### src/rtl/rom_sample_streamer.sv
// Client-side ROM sample reader: walks indices at a fixed sample rate, waits out the
// arbiter read latency, and presents each captured word on a valid/ready handshake.
module rom_sample_streamer #(
    parameter int CLK_DIV       = 6250,
    parameter int FETCH_LATENCY = 8,
    parameter int ADDR_W        = 16,
    parameter int DATA_W        = 16
) (
    input  logic              CLK_50Mhz,
    input  logic              reset,
    input  logic              start,
    input  logic              stop,
    input  logic              loop_en,
    input  logic [ADDR_W-1:0] sampleCount,
    output logic [ADDR_W-1:0] accessIndex,
    input  logic [DATA_W-1:0] romDataIn,
    output logic [DATA_W-1:0] sampleOut,
    output logic              sampleValid,
    input  logic              sampleReady,
    output logic              busy,
    output logic              done,
    output logic              underrun
);

    localparam int TICK_W = (CLK_DIV > 1) ? $clog2(CLK_DIV) : 1;
    localparam int LAT_W  = (FETCH_LATENCY > 1) ? $clog2(FETCH_LATENCY) : 1;
    localparam logic [TICK_W-1:0] TICK_LAST = TICK_W'(CLK_DIV - 1);
    localparam logic [LAT_W-1:0]  LAT_INIT  = LAT_W'(FETCH_LATENCY - 1);

    typedef enum logic [1:0] {
        IDLE,
        FETCH,
        PRESENT,
        WAIT_TICK
    } state_t;

    state_t            state;
    logic [TICK_W-1:0] tick_cnt;
    logic [LAT_W-1:0]  latency;
    logic              tick;
    logic              last_index;
    logic              handshake;

    assign busy       = (state != IDLE);
    assign tick       = busy && (tick_cnt == TICK_LAST);
    assign last_index = (accessIndex == sampleCount - ADDR_W'(1));
    assign handshake  = sampleValid && sampleReady;

    // Sample-rate divider; held at zero while idle so every clip starts on a fresh period.
    always_ff @(posedge CLK_50Mhz) begin
        // NOTE: sequential state uses non-blocking assignments so every register samples
        // pre-edge values, independent of block ordering.
        if (reset || !busy || tick)
            tick_cnt <= '0;
        else
            tick_cnt <= tick_cnt + TICK_W'(1);
    end

    always_ff @(posedge CLK_50Mhz) begin
        if (reset) begin
            state       <= IDLE;
            accessIndex <= '0;
            sampleOut   <= '0;
            sampleValid <= 1'b0;
            done        <= 1'b0;
            underrun    <= 1'b0;
            latency     <= '0;
        end else begin
            done <= 1'b0;
            if (stop) begin
                // Abort wins over everything; the last sample and the underrun flag are kept.
                state       <= IDLE;
                sampleValid <= 1'b0;
                accessIndex <= '0;
            end else begin
                case (state)
                    IDLE: begin
                        if (start && sampleCount != '0) begin
                            accessIndex <= '0;
                            latency     <= LAT_INIT;
                            underrun    <= 1'b0;
                            state       <= FETCH;
                        end
                    end
                    FETCH: begin
                        if (tick)
                            underrun <= 1'b1;
                        if (latency == '0) begin
                            sampleOut   <= romDataIn;
                            sampleValid <= 1'b1;
                            state       <= PRESENT;
                        end else begin
                            latency <= latency - LAT_W'(1);
                        end
                    end
                    PRESENT: begin
                        if (tick)
                            underrun <= 1'b1;
                        if (handshake) begin
                            sampleValid <= 1'b0;
                            if (last_index) begin
                                accessIndex <= '0;
                                if (loop_en) begin
                                    state <= WAIT_TICK;
                                end else begin
                                    done  <= 1'b1;
                                    state <= IDLE;
                                end
                            end else begin
                                accessIndex <= accessIndex + ADDR_W'(1);
                                state       <= WAIT_TICK;
                            end
                        end
                    end
                    WAIT_TICK: begin
                        // Index moved on the handshake edge, so the arbiter already has it.
                        if (tick) begin
                            latency <= LAT_INIT;
                            state   <= FETCH;
                        end
                    end
                    default: state <= IDLE;
                endcase
            end
        end
    end

endmodule

### config.mk
export PLATFORM = sky130hd
export DESIGN_NAME = rom_sample_streamer
export DESIGN_NICKNAME = d
export VERILOG_FILES = /design/src/rtl/rom_sample_streamer.sv
export SDC_FILE = /design/constraint.sdc
export NUM_CORES = 1
export LEC_CHECK = 0
export BUFFER_PORTS_ARGS = -buffer_cell sky130_fd_sc_hd__buf_2
export CAP_MARGIN = 15
export CORE_ASPECT_RATIO = 0.7
export CORE_UTILIZATION = 45
export CTS_CLUSTER_DIAMETER = 60
export DETAILED_ROUTE_END_ITERATION = 8
export PLACE_DENSITY = 0.69
export SKIP_LAST_GASP = 1
export SLEW_MARGIN = 10
export SYNTH_ARGS = -nofsm -noshare
export SYNTH_HDL_FRONTEND = slang
export SYNTH_SLANG_ARGS = --single-unit
export TNS_END_PERCENT = 1
### constraint.sdc
create_clock -name CLK_50Mhz -period 3.4 [get_ports CLK_50Mhz]
set_clock_uncertainty 0.1 [all_clocks]
set_input_delay 0.68 -clock CLK_50Mhz [delete_from_list [all_inputs] [get_ports CLK_50Mhz]]
set_output_delay 0.68 -clock CLK_50Mhz [all_outputs]
set_load 0.01 [all_outputs]
==> flow_summary.ini <==
[placed_design]
cell_area_after_placement_mm2 = 0.003436
place.detailed.hpwl_mm = 5.145
dp_cells = 512
gp_weighted_congestion = 0.8780
place.port_buffers = 73

[cells_and_area]
sequential_cell_area_mm2 = 0.001061
layout.cells.most_common = sky130_fd_sc_hd__buf_2
final_net_count = 489
layout-drive-gt1-share_pct = 25.11
fillerInstances = 599
stdcell_area_mm2 = 0.003552
layout_common_cells = 73 x sky130_fd_sc_hd__buf_2, 53 x sky130_fd_sc_hd__dfxtp_1, 52 x sky130_fd_sc_hd__nand2_1
multi_input_area_mm2 = 0.001772
final_cells = 520
area_growth_syn_to_layout_pct = 19.94
antenna_cells_inserted = 0

[global_routing]
global_route_wire_length_before_repair_mm = 11.43
grt_antenna_before_repair = 0
grt_start_max_net_pins = 24
global_route.overflow_total = 0
vias_in_the_first_global_route = 2455
grt.total_usage_pct = 20.55

[clocking]
htree_num_levels = 2
tritoncts = yes
cts_max_path_buffers = 2
path_clk_slew_ns = 0.09
clock-root-buffer = sky130_fd_sc_hd__clkbuf_8
cts_setup_buffers = 0
post_cts_hold_buffers = 0
clock_sink_count = 53
clk_latency_ns = 0.30
cts_inserted_buffers = 5
cts_repair_resize_count = 0

[timing]
rsz0062_at_grt = false
slew_headroom_pct = 37.64
max_clock_freq_mhz = 318.7
worst_slew_pin_slew_ns = 0.9320
final_period_utilization_pct = 92.28
timing.final.hold_violations = 0
setup_viol_count_final = 0
final_period_minus_worst_setup_slack_ns = 3.138
slew_violations = 0

[floorplan]
core_footprint_mm2 = 0.006276
die_width_um = 98.97
floorplan.rows = 24
die_h_um = 69.88
design.die.area_mm2 = 0.006915
initial_utilization_pct = 47.19
ioPinCount = 74

[logic_synthesis]
synth-warning-count = 0
synth-edff-count = 0
synth_top_area_share_pct = 35.83
netlist_top_cells_area = sky130_fd_sc_hd__dfxtp_1 36%, sky130_fd_sc_hd__xnor2_1 7.7%, sky130_fd_sc_hd__nand2_1 6.6%
post-synth-top-area-cell = sky130_fd_sc_hd__dfxtp_1
ys_seq_area_share_pct = 35.83
post_synthesis_cell_area_mm2 = 0.002962
post_synth_num_cell_types = 49
post_synth.cell_area_avg_um2 = 8.136
synth.ff_latch_count = 53
ys_async_sr_fraction_pct = 0
synth_fp_nets = 412
yosys_most_used_dff = sky130_fd_sc_hd__dfxtp_1
post_synth_inst_count = 364

[run]
maxCapViolCount = 0

[setup_path]
cp.buffers_inverters = 2
worst_path_largest_cell_delay_ns = 0.55
path_delay_family = simple AND/OR/NAND/NOR gates
timing.critical_path.slowest_stage_cell = sky130_fd_sc_hd__a2111oi_1
critical_path.startpoint_type = input port
path_cells = buf_2 > or4_1 > or3_1 > a2111oi_1 > nand4b_1 > nor4_4 > buf_4 > a31oi_1 > o221a_2
type_of_the_setup_path_with_the_least_slack = input port to flip-flop
crit_path_max_fanout = 3
worst_setup_path_end_kind = flip-flop
arrival_time_at_the_worst_endpoint_ns = 3.24
required_time_worst_endpoint_ns = 3.50

[routing]
routed_wl_mm = 6.666
dr_total_vias = 2719
post-route-drc-count = 0
first_iter_violations = 116
antenna_left = 0
detail_route.wl_per_cell_um = 12.82
post_drt_via_cell_ratio = 5.229
first_pass_iters = 4

[power_and_ir_drop]
maximum_vdd_drop_uv = 171.1
leakage_nw = 1.421
power_density_mw_per_mm2 = 343.8

[outcome]
outcome = finished, final reports clean

[hold_path]
hold_class = flip-flop to flip-flop
## Yosys cell counts, drive strengths merged, types with 2 or more instances
cell and n:
a21oi 26, a31oi 4, and3 7, and4 3
buf 4, clkbuf 8, dfxtp 53, ha 10
inv 16, mux2i 2, nand2 52, nand2b 4
nand3 12, nand3b 3, nand4 6, nand4b 4
nor2 51, nor3 12, nor4 7, o21ai 8
or2 3, or3 4, or4 3, xnor2 26
xor2 19
## worst paths after layout
check,depth (start not counted),end,start,slack [ns]
hold / removal,2,sampleOut[13],sampleOut[13],0.35
setup reg to reg,8,state[0],accessIndex[5],0.71
setup / recovery,9,state[0],sampleCount[1],0.26
hold reg to reg,2,sampleOut[13],sampleOut[13],0.35
## worst min-delay path: stages (launching register included)
cell	delay (ns)
sky130_fd_sc_hd__dfxtp_1	0.31
sky130_fd_sc_hd__nand2_1	0.05
sky130_fd_sc_hd__a21oi_1	0.05
## flip-flops by register name (all words and copies together) (netlist names)
name         count
tick_cnt        13
latency          3
state            2
sampleOut       16
underrun         1
sampleValid      1
done             1
accessIndex     16
## through the flow
stage	setup TNS [ns]	power, mW	hold slack, ns	worst slack (ns)	util [%]
finish	0	1.221	0.3525	0.2623	56.60
floorplan	0	0.7373	0.3409	0.2102	-
CTS	0	1.233	0.3556	0.3054	56.60
global placement	0	0.7955	0.3389	0.02640	54.74
detailed placement	-0.01486	0.7977	0.3429	-0.01486	54.74
global route	0	1.280	0.3762	0.1585	56.60
## area by class of cell
class | count | share of cell area, %
Clock inverter | 1 | 0.8454
Tap cell | 78 | 2.747
Timing Repair Buffer | 82 | 12.54
Clock buffer | 7 | 2.430
Sequential cell | 53 | 29.87
Inverter | 16 | 1.691
Multi-Input combinational cell | 283 | 49.88
## where the power goes
part           total (mW)  internal, mW  switching (mW)
Sequential          0.636         0.630         0.00638
Combinational       0.149        0.0640          0.0852
Clock               0.436         0.240           0.196
## kinds of logic (layout without fill, tap and decap cells)
kind of cell	Yosys count	after routing	share of synthesized area [%]
xor gates and xnor gates	45	45	13.31
muxes	2	2	0.6760
AOI/OAI and AO/OA	53	53	11.58
adders and majority gates	10	10	4.225
buffers and inverters	28	106	4.351
and+or+nand+nor	173	173	30.04
DFF	53	53	35.83
## metal layers
layer | wire, um | track usage (%) | vias up
li1 | - | - | 1398
met1 | 3478 | 31.27 | 1257
met2 | 2804 | 29.91 | 56
met3 | 318 | 3.604 | 8
met4 | 64 | 4.975 | 0
met5 | 0 | 0 | -
(Power assumes the default switching activity.)
